**src/rtl/step_ctrl_pkg.sv**
```systemverilog
// Shared definitions for the CPU step controller: mode encodings and
// debounce state machine states.
package step_ctrl_pkg;

    localparam logic [1:0] MODE_HALT = 2'b00;
    localparam logic [1:0] MODE_STEP = 2'b01;
    localparam logic [1:0] MODE_SLOW = 2'b10;
    localparam logic [1:0] MODE_FAST = 2'b11;

    typedef enum logic [1:0] {
        IDLE  = 2'b00,
        PRESS = 2'b01,
        HELD  = 2'b10,
        REL   = 2'b11
    } db_state_t;

endpackage

```
**src/rtl/btn_debounce.sv**
```systemverilog
// Two-flop button synchronizer followed by a press/release debounce FSM that
// emits a single-cycle press pulse per accepted press.
module btn_debounce
    import step_ctrl_pkg::*;
#(
    parameter int unsigned DEBOUNCE = 500_000
) (
    input  logic clk_in,
    input  logic reset,
    input  logic step_btn,
    output logic press
);

    localparam int unsigned CW = (DEBOUNCE > 1) ? $clog2(DEBOUNCE) : 1;
    localparam logic [CW-1:0] CNT_TOP = CW'(DEBOUNCE - 1);

    logic          btn_s1;
    logic          btn_s2;
    db_state_t     state;
    logic [CW-1:0] cnt;

    // Both edges of the button must hold for DEBOUNCE cycles to be accepted.
    always_ff @(posedge clk_in) begin
        if (reset) begin
            btn_s1 <= 1'b0;
            btn_s2 <= 1'b0;
            state  <= IDLE;
            cnt    <= '0;
            press  <= 1'b0;
        end else begin
            btn_s1 <= step_btn;
            btn_s2 <= btn_s1;
            press  <= 1'b0;
            case (state)
                IDLE: begin
                    if (btn_s2) begin
                        state <= PRESS;
                        cnt   <= '0;
                    end
                end
                PRESS: begin
                    if (!btn_s2) begin
                        state <= IDLE;
                    end else if (cnt == CNT_TOP) begin
                        state <= HELD;
                        press <= 1'b1;
                    end else begin
                        cnt <= cnt + CW'(1);
                    end
                end
                HELD: begin
                    if (!btn_s2) begin
                        state <= REL;
                        cnt   <= '0;
                    end
                end
                REL: begin
                    if (btn_s2) begin
                        state <= HELD;
                    end else if (cnt == CNT_TOP) begin
                        state <= IDLE;
                    end else begin
                        cnt <= cnt + CW'(1);
                    end
                end
                default: state <= IDLE;
            endcase
        end
    end

endmodule

```
**src/rtl/step_ctrl.sv**
```systemverilog
// CPU clock-enable generator: halt, debounced single-step, slow run on the
// divided clock, and fast run, with sticky CPU halt and saturating step count.
module step_ctrl
    import step_ctrl_pkg::*;
#(
    parameter int unsigned DEBOUNCE = 500_000,
    parameter int unsigned CNT_W    = 16
) (
    input  logic             clk_in,
    input  logic             reset,
    input  logic             slow_clk,
    input  logic             step_btn,
    input  logic [1:0]       mode,
    input  logic             halt_req,
    output logic             cpu_en,
    output logic [CNT_W-1:0] step_count,
    output logic             running,
    output logic             halted
);

    localparam logic [CNT_W-1:0] CNT_MAX = {CNT_W{1'b1}};

    logic press;
    logic slow_s1;
    logic slow_s2;
    logic slow_s3;
    logic slow_rise_c;
    logic go_c;
    logic halted_next_c;

    btn_debounce #(
        .DEBOUNCE (DEBOUNCE)
    ) u_btn_debounce (
        .clk_in   (clk_in),
        .reset    (reset),
        .step_btn (step_btn),
        .press    (press)
    );

    // Step request selection and halt flag update; halt_req wins over clear.
    always_comb begin
        slow_rise_c   = slow_s2 & ~slow_s3;
        go_c          = 1'b0;
        halted_next_c = halted;
        case (mode)
            MODE_FAST: go_c = 1'b1;
            MODE_SLOW: go_c = slow_rise_c;
            MODE_STEP: go_c = press;
            default:   go_c = 1'b0;
        endcase
        if (halt_req) begin
            halted_next_c = 1'b1;
        end else if (mode == MODE_HALT) begin
            halted_next_c = 1'b0;
        end
    end

    always_ff @(posedge clk_in) begin
        if (reset) begin
            slow_s1    <= 1'b0;
            slow_s2    <= 1'b0;
            slow_s3    <= 1'b0;
            cpu_en     <= 1'b0;
            step_count <= '0;
            running    <= 1'b0;
            halted     <= 1'b0;
        end else begin
            slow_s1    <= slow_clk;
            slow_s2    <= slow_s1;
            slow_s3    <= slow_s2;
            cpu_en     <= go_c & ~halted & ~halt_req;
            halted     <= halted_next_c;
            running    <= (mode != MODE_HALT) & ~halted_next_c;
            if (cpu_en && (step_count != CNT_MAX)) begin
                step_count <= step_count + CNT_W'(1);
            end
        end
    end

endmodule

```
**config.mk**
```make
export PLATFORM = sky130hd
export DESIGN_NAME = step_ctrl
export DESIGN_NICKNAME = d
export VERILOG_FILES = /design/src/rtl/step_ctrl_pkg.sv /design/src/rtl/btn_debounce.sv /design/src/rtl/step_ctrl.sv
export SDC_FILE = /design/constraint.sdc
export NUM_CORES = 1
export LEC_CHECK = 0
export CAP_MARGIN = 30
export CORE_UTILIZATION = 40
export DETAILED_ROUTE_END_ITERATION = 8
export PLACE_DENSITY = 0.7
export SYNTH_ARGS = -nofsm -noshare
export SYNTH_HDL_FRONTEND = slang
export SYNTH_SLANG_ARGS = --single-unit
```
**constraint.sdc**
```tcl
create_clock -name clk_in -period 3.91 [get_ports clk_in]
set_input_delay 0.391 -clock clk_in [delete_from_list [all_inputs] [get_ports clk_in]]
set_output_delay 0.391 -clock clk_in [all_outputs]
set_load 0.03 [all_outputs]
```
==> results by group, run 1 <==
Placement
  • Post-DP Area: 2520 um2
  • Pre-CTS setup slack: ~1.6 ns
  • DP HPWL: a little over 3000 um
  • GPL Wtd Cong: approximately 0.75
  • PortBufs: 25

Power and ir drop
  • VDD IR max: roughly 160 uV
  • Total power: between 0.0008 and 0.0009 W
  • PwrDens: 318 nW/um2
  • Leak Pwr: roughly 0.88 nW

Timing
  • Post-layout min period: around 2 ns
  • # setup viols final: 0
  • Sum Neg Setup Slack: 0 ns
  • Fin worst setup slack: about 1.9 ns
  • Max-slew violations: 0
  • Final period utilization: 0.509
  • Slew margin rel.: 0.619
  • Layout Skew: ~0.0026 ns
  • Hold Vio Cnt, Final: 0
  • Fmax achieved: between 500 and 600 MHz
  • Worst slew pin tran: 0.568 ns
  • Unrepaired setup endpoints after global routing: false

Route
  • DRC Markers: 0
  • Avg WL per Cell: 12.9 um
  • Via/cell ratio: roughly 5.7
  • Initial DRC count: between 100 and 150
  • DRT antenna net count: 0
  • DRT Pass-1 Iters: 4
  • Via count: 1927
  • DRT Wirelength: roughly 4400 um

Final layout
  • Final nets: 279
  • Multi-input gate area: around 1200 um2
  • N_diodes: 0
  • Final Util: 0.502
  • Filler cells: approximately 530
  • Layout cells sized above 1: 0.0849
  • Register area: around 900 um2
  • Area grow syn2layout: 18.6%
  • Fin area: 2610 um2

Critical path
  • WP data required: just over 4 ns
  • CP arrival: ~2.2 ns
  • Reg2reg setup slack: around 1.9 ns
  • Worst Reg-to-Reg Cells: 5
  • CP Max Fanout: 13
  • Endpoint type of the worst setup path: flop
  • Reg2reg end: u_btn_debounce.cnt[18]
  • Crit path max-delay cell type: and4_1
  • Critical Path Source Type: flop
  • Critical path cell sequence: ha_1 -> and4_1 -> nand3_4 -> or4_1 -> a21oi_1
  • Kind of critical path: flop to flop
  • CP peak stage delay: roughly 0.54 ns
  • Reg2reg start: u_btn_debounce.cnt[0]

Floorplanning
  • Die H: about 76 um
  • Core ar.: between 5000 and 6000 um2
  • # IOs: 26
  • Die width: between 70 and 80 um
  • Die area: a little under 6000 um2
  • Initial Utilization: 0.423
  • FP Rows: 26

Clock tree
  • CTS tree: built
  • Post CTS Setup Buffer Count: 0
  • Worst-skew pair later-pin latency: approximately 0.31 ns
  • Post-CTS resize count: 0
  • Num CTS Buffers: 5
  • CTS clk-pin slew, worst paths: ~0.1 ns
  • CTS Hold Bufs: 0
  • Root Buffer Master: clkbuf_8
  • Sink Count: 46
  • Max Buffers Root-to-Sink: 2
  • H-tree levels: 2

Logic synthesis
  • Synthesized area per cell: between 8 and 9 um2
  • Post-synth cell types: between 40 and 50
  • Seq/Total Area, Yosys: 0.418
  • Net Count, Synth: 254
  • Ys Warns: 0
  • Synthesis-stage register bit count: 46
  • Syn Inst Count: between 200 and 250
  • Most used DFF post-synth: dfxtp_1
  • Post-synth EDFFs: 0
  • Cell Area, Synth: between 2000 and 2500 um2
  • Post-synthesis async set-or-reset flop share: 0

Global route
  • Vias in the first global route: ~1800
  • GRT Total Usage: 0.164
  • Remaining Overflow, GRT: 0
  • Largest net degree at the start of global routing: 34
  • Antenna violations before repair: 0
  • First-pass GRT wire length: 7790 um

Hold path
  • Worst hold start: slow_s1
  • Hold EP: slow_s2
  • Min-Delay Path Depth: 1
  • Min-delay worst type: flop to flop

Run
  • Max cap viols: 0

Status
  • Status: finished, final reports clean
==> state kept, by name, indices dropped and copies added (netlist names), named ones only <==
register / flops
slow_s2: 1
running: 1
u_btn_debounce.btn_s1: 1
u_btn_debounce.cnt: 19
halted: 1
cpu_en: 1
u_btn_debounce.press: 1
slow_s3: 1
u_btn_debounce.state: 1
u_btn_debounce.btn_s2: 1
slow_s1: 1
step_count: 16
==> worst max path at each step <==
stage,depth (start not counted),end,from,slack [ns]
CTS,5,u_btn_debounce.cnt[16],u_btn_debounce.cnt[0],1.93
floorplan,5,step_count[14],step_count[0],2.00
global placement,6,u_btn_debounce.cnt[3],reset,1.55
detailed placement,7,u_btn_debounce.cnt[3],reset,1.61
finish,5,u_btn_debounce.cnt[18],u_btn_debounce.cnt[0],1.92
global route,7,u_btn_debounce.cnt[3],reset,1.79
==> layout make-up <==
class	count	area share
clock inverter	3	0.0101
inverter	5	0.00719
clock buffer	5	0.0264
tap	70	0.0335
sequential	46	0.353
multi-input combinational	185	0.469
timing repair buffer	27	0.102
==> metrics by stage <==
step,std cells,hold WS [ns]
finish,341,0.457
global placement,332,0.440
floorplan,245,0.414
detailed placement,333,0.445
CTS,341,0.461
global route,341,0.473
==> metal layers <==
metal  part of all wire  routed length, um  vias up  GRT usage
li1                   -                  -      969          -
met1               0.48               2120      915      0.206
met2               0.47               2060       36      0.273
met3              0.037                162        7     0.0395
met4              0.015                 64        0     0.0635
met5                  0                  0        -          0
==> worst max-delay path, delay by kind of cell, from the launching register on <==
family                   cells  cell delay (ns)
AO/OA/AOI/OAI                1             0.15
flip-flops                   1             0.37
AND/OR/NAND/NOR              3             1.20
adder cells (fa/ha/maj)      1             0.20
==> cell usage in the layout, fill, tap and decap left out, types with 3 or more instances in the layout <==
cell type	Yosys	final
clkdlybuf4s50_1	0	25
clkbuf_8	0	5
and4_1	7	7
or4_1	6	6
xor2_1	4	4
nand2_1	17	17
dfxtp_1	46	46
nand3_1	13	13
mux2i_1	4	4
nand4_1	9	9
mux2_2	7	7
nor2_1	14	14
inv_1	5	5
o21ai_0	11	11
o31ai_1	6	6
or3_1	8	8
and3_1	7	7
inv_6	0	3
nor4b_1	3	3
nor2b_1	13	13
a21oi_1	24	24
==> kinds of logic (layout without fill, tap and decap cells) <==
group	count (synthesis)	after routing	share of synthesized area
simple gates	109	109	0.297
compound gates	56	56	0.157
flops	46	46	0.418
buf+inv	14	40	0.0256
mux	11	11	0.0540
xor+xnor	7	7	0.0364
fa+ha+maj	2	2	0.0114
==> synthesized netlist by cell type, drive strengths merged (2+ instances only) <==
library cell | n | area (um2)
mux2i | 4 | 40.0
buf | 4 | 18.8
nor2 | 14 | 52.6
or4 | 6 | 45.0
nor4 | 2 | 12.5
xor2 | 5 | 62.6
nand2 | 17 | 63.8
dfxtp | 46 | 921
mux2 | 7 | 78.8
nor4b | 3 | 26.3
and4 | 7 | 61.3
inv | 5 | 18.8
or3 | 8 | 50.1
o21ai | 12 | 60.1
a211oi | 2 | 15.0
nand4 | 10 | 77.6
o31ai | 6 | 45.0
a31oi | 2 | 12.5
ha | 2 | 25.0
a21oi | 24 | 120
and2 | 3 | 20.0
and3 | 7 | 43.8
a2111o | 2 | 22.5
nor3 | 2 | 10.0
xnor2 | 2 | 17.5
clkbuf | 5 | 18.8
nor2b | 13 | 81.3
nand3 | 14 | 82.6
==> power by group <==
group | leakage [nW] | internal [W] | switching (W) | total [W]
logic | 0.460 | 0.0000156 | 0.0000209 | 0.0000365
clock network | 0.0495 | 0.000133 | 0.000185 | 0.000318
registers | 0.372 | 0.000472 | 0.00000310 | 0.000476
total | 0.881 | 0.000621 | 0.000209 | 0.000830
Note: power is estimated with default switching activity, not from simulation.
==> inputs of run 2 (changes only) <==
PLACE_DENSITY = 0.73   (was 0.7)
clock period = 1.7 ns   (was 3.91 ns; I/O delays follow)
==> results by group, run 2 (synthesis gave the netlist of run 1 again) <==
Power and ir drop
  • VDD IR max: between 500 and 600 uV
  • Leak Pwr: roughly 1 nW
  • Total power: approximately 0.0019 W
  • PwrDens: ~660 nW/um2

Final layout
  • Biggest register: u_btn_debounce.cnt
  • Filler cells: between 400 and 500
  • Register area: around 940 um2
  • Final nets: ~300
  • Top flop regs: u_btn_debounce.cnt x19, step_count x16
  • N_diodes: 0
  • Number of flip-flops in the largest register: 19
  • Multi-input gate area: 1290 um2
  • Commonest cells after routing, fill and taps aside: dfxtp_1, a21oi_1, clkdlybuf4s50_1
  • Area grow syn2layout: 29.3%
  • Layout cells sized above 1: 0.241
  • Non-filler instance count after layout: 360
  • Fin area: 2850 um2
  • Leading cell type in the layout, fill and taps excluded: dfxtp_1

Critical path
  • Worst Reg-to-Reg Cells: 5
  • CP Max Fanout: 6
  • Critical path cell sequence: ha_4 -> nand2_2 -> or3_4 -> or4_1 -> a21oi_1
  • Reg2reg setup slack: approximately 0.018 ns
  • Kind of critical path: flop to flop
  • CP peak stage delay: about 0.51 ns
  • Reg2reg end: step_count[14]
  • CP arrival: ~1.9 ns
  • Critical Path Source Type: flop
  • Crit path from: step_count[1]
  • Reg2reg start: step_count[1]
  • WP data required: between 1.5 and 2 ns
  • Crit path max-delay cell type: or4_1
  • Endpoint type of the worst setup path: flop

Timing
  • # setup viols final: 0
  • Worst slew pin tran: approximately 0.36 ns
  • Sum Neg Setup Slack: 0 ns
  • Max-slew violations: 0
  • Fmax achieved: between 500 and 600 MHz
  • Layout Skew: about 0.014 ns
  • Slew margin rel.: 0.759
  • Post-layout min period: roughly 1.7 ns
  • Final period utilization: 0.989
  • Unrepaired setup endpoints after global routing: true
  • Hold Vio Cnt, Final: 0

Clock tree
  • CTS clk-pin slew, worst paths: around 0.10 ns
  • Num CTS Buffers: 5
  • Worst-skew pair later-pin latency: 0.31 ns
  • H-tree levels: 2
  • Sink Count: 46
  • Root Buffer Master: clkbuf_8
  • Max Buffers Root-to-Sink: 2
  • CTS tree: built

Route
  • Initial DRC count: 87
  • DRT Wirelength: 4750 um
  • DRC Markers: 0
  • DRT antenna net count: 0
  • Via/cell ratio: ~5.6
  • Avg WL per Cell: between 10 and 15 um
  • Via count: slightly above 2000
  • DRT Pass-1 Iters: 4

Floorplanning
  • Core ar.: around 5200 um2
  • Die H: between 70 and 80 um
  • # IOs: 26
  • Die area: 5800 um2
  • Initial Utilization: 0.423
  • FP Rows: 26
  • Die width: ~76 um

Global route
  • Antenna violations before repair: 0
  • First-pass GRT wire length: between 7000 and 8000 um
  • Largest net degree at the start of global routing: 23
  • Vias in the first global route: 1746
  • Remaining Overflow, GRT: 0
  • GRT Total Usage: 0.166

Placement
  • GPL Wtd Cong: roughly 0.8
  • Cells after DPL: 350
  • DP HPWL: roughly 3400 um
  • PortBufs: 25
  • Post-DP Area: between 2000 and 3000 um2

Hold path
  • Min-delay worst type: input port to flop
  • Min-Delay Path Depth: 2
  • Worst hold start: step_btn
  • Hold EP: u_btn_debounce.btn_s1

Status
  • Status: finished, final reports clean

Run
  • Max cap viols: 0
==> run 2: changes by cell type in the layout (fill, tap and decap cells not counted), sizes merged <==
cell	change
buf	+19
clkdlybuf4s50	-3
clkinvlp	+2
dlymetal6s2s	+2
inv	-2
dlygate4sd2	+1
==> run 2: layout make-up <==
cell class | instances | area share
flip-flops and latches | 46 | 0.332
clock inverters | 3 | 0.00836
repair buffers | 46 | 0.145
multi-input cells | 185 | 0.454
well taps | 70 | 0.0308
inverters | 5 | 0.00660
clock buffers | 5 | 0.0242
==> run 2: routing by layer <==
layer / vias to the layer above / global-route usage / wire length, um
li1: 1002 / - / -
met1: 944 / 0.216 / 2260
met2: 59 / 0.275 / 2220
met3: 8 / 0.0491 / 218
met4: 0 / 0.0346 / 44
met5: - / 0 / 0
==> run 2: how the worst max path moves through the flow <==
stage,endpoint,cells past startpoint
after detailed placement,u_btn_debounce.press,4
final,step_count[14],5
after CTS,step_count[14],5
after floorplan,step_count[14],5
after global routing,step_count[14],5
after global placement,u_btn_debounce.press,4
==> run 2: where the power goes <==
group          switching (W)  leakage, nW  internal, W
sequential        0.00000662        0.380      0.00108
clock               0.000397       0.0408     0.000294
combinational      0.0000532        0.606    0.0000462
total               0.000457         1.03      0.00142
==> run 2: worst max-delay path: cells and delay by family (launching register included) <==
family                   cells  cell delay [ns]
AND/OR/NAND/NOR              3             0.96
flip-flops                   1             0.38
adder cells (fa/ha/maj)      1             0.14
AO/OA/AOI/OAI                1             0.13
==> run 2: metrics by stage <==
stage | setup slack [ns] | utilization | hold WS (ns)
final | 0.0182 | 0.547 | 0.408
after global routing | -0.0266 | 0.547 | 0.415
after CTS | 0.0179 | 0.532 | 0.405
after detailed placement | 0.0238 | 0.514 | 0.440
after global placement | -0.0399 | 0.514 | 0.433
after floorplan | -0.0232 | - | 0.259
==> run 2: timing repair <==
action,in CTS,in global routing
setup endpoints to repair,2,16
hold buffers,0,0
resized for setup,2,20
pin swaps,0,4
setup buffers,0,2
==> inputs of run 3 (changes only) <==
CORE_UTILIZATION = 30   (was 40)
PLACE_DENSITY = 0.6   (was 0.73)
==> results by group, run 3 (synthesis gave the netlist of run 1 again) <==
Timing
  • Hold Vio Cnt, Final: 0
  • Max-slew violations: 0
  • Worst slew pin tran: 0.384 ns
  • Final period utilization: 0.962
  • Fin Hold WS: ~0.43 ns
  • Post-layout min period: between 1.5 and 2 ns
  • Slew margin rel.: 0.744
  • Layout Skew: ~0.0082 ns
  • Fin worst setup slack: approximately 0.065 ns
  • # setup viols final: 0
  • Fmax achieved: between 600 and 700 MHz

Clock tree
  • CTS tree: built
  • CTS Hold Bufs: 0
  • CTS clk-pin slew, worst paths: about 0.090 ns
  • Worst-skew pair later-pin latency: around 0.30 ns
  • Num CTS Buffers: 5
  • Max Buffers Root-to-Sink: 2
  • H-tree levels: 2
  • Root Buffer Master: clkbuf_8
  • Sink Count: 46
  • Post CTS Setup Buffer Count: 0

Power and ir drop
  • Comb pwr share: 0.057
  • PwrDens: 641 nW/um2
  • Leak Pwr: between 0.9 and 1 nW
  • Pint: 0.00142 W
  • Flop pwr share: 0.593
  • VDD IR max: ~210 uV
  • Total power: between 0.0015 and 0.002 W
  • Sw power: ~0.00042 W
  • Clock share of power: 0.350
  • Net Sw Frac: 0.229

Route
  • Initial DRC count: between 100 and 150
  • DRC Markers: 0
  • DRT Wirelength: about 4900 um
  • Avg WL per Cell: around 13 um
  • DRT antenna net count: 0
  • DRT Pass-1 Iters: 4
  • Via count: 1963
  • Via/cell ratio: 5.09

Placement
  • Cells after DPL: roughly 380
  • GPL Wtd Cong: approximately 0.76
  • Pre-CTS setup slack: approximately 0.027 ns
  • Post-DP Area: 2740 um2
  • PortBufs: 25
  • DP HPWL: around 3600 um

Run
  • Max cap viols: 0

Global route
  • Remaining Overflow, GRT: 0
  • GRT Total Usage: 0.134
  • Largest net degree at the start of global routing: 21
  • Vias in the first global route: 1789
  • First-pass GRT wire length: between 8000 and 9000 um
  • Antenna violations before repair: 0

Final layout
  • N_diodes: 0
  • Layout cells sized above 1: 0.217
  • Final nets: around 300
  • Commonest cells after routing, fill and taps aside: dfxtp_1, clkdlybuf4s50_1, a21oi_1
  • Area grow syn2layout: 30.1%
  • Fin area: between 2000 and 3000 um2
  • Non-filler instance count after layout: approximately 390
  • Number of flip-flops in the largest register: 19
  • Top flop regs: u_btn_debounce.cnt x19, step_count x16
  • Biggest register: u_btn_debounce.cnt
  • Leading cell type in the layout, fill and taps excluded: dfxtp_1

Critical path
  • CP Max Fanout: 7
  • Kind of critical path: flop to primary output
  • WP data required: 1.53 ns
  • CP arrival: roughly 1.5 ns
  • Endpoint type of the worst setup path: primary output
  • Critical Path Source Type: flop

Floorplanning
  • Die area: a little under 8000 um2
  • FP Rows: 30
  • # IOs: 26
  • Die width: between 80 and 90 um
  • Initial Utilization: 0.317
  • Die H: 87.7 um
  • Core ar.: between 6000 and 7000 um2

Status
  • Status: finished, final reports clean

Hold path
  • Min-delay worst type: input port to flop
run 3: power groups by stage:
stage          clock (W)  combinational [W]  sequential, W
3_3_place_gp           0           0.000103        0.00111
4_1_cts         0.000671           0.000105        0.00109
6_report        0.000643           0.000104        0.00109
3_5_place_dp           0           0.000104        0.00111
5_1_grt         0.000728           0.000113        0.00109
2_1_floorplan          0          0.0000402        0.00112
run 3: layout make-up:
class	count	area (um2)
clock buffers	6	72.6
clock inverters	1	6.26
fillers	692	4080
inverters	5	18.8
multi-input cells	185	1280
flip-flops and latches	46	941
well taps	96	120
repair buffers	47	428
run 3: stage by stage:
step / util / setup TNS [ns]
floorplan: - / -0.0232
global placement: 0.395 / 0
detailed placement: 0.395 / 0
CTS: 0.406 / 0
global route: 0.412 / -0.0226
finish: 0.412 / 0
run 3: what timing repair did:
action                     in CTS  in global routing
setup endpoints to repair       0                 14
gates resized for setup         0                 10
hold endpoints to repair        0                  0
run 3: path summary, 6_finish.rpt:
check	to	from	slack, ns	depth (start not counted)
worst min-delay path	slow_s1	slow_clk	0.43	2
worst min register to register	slow_s2	slow_s1	0.45	1
worst max-delay path	step_count[3]	step_count[3]	0.07	2
worst max register to register	step_count[14]	step_count[7]	0.07	4
run 3: per-layer routing:
layer | vias to the layer above | share of wire | GRT usage | routed length (um)
li1 | 1007 | - | - | -
met1 | 912 | 0.49 | 0.178 | 2430
met2 | 39 | 0.46 | 0.212 | 2240
met3 | 5 | 0.035 | 0.0311 | 170
met4 | 0 | 0.014 | 0.0492 | 70
met5 | - | 0 | 0 | 0
run 3: critical path: stages (launching register included):
cell and delay (ns):
dfxtp_2 0.34, buf_4 0.14, clkdlybuf4s50_1 0.67
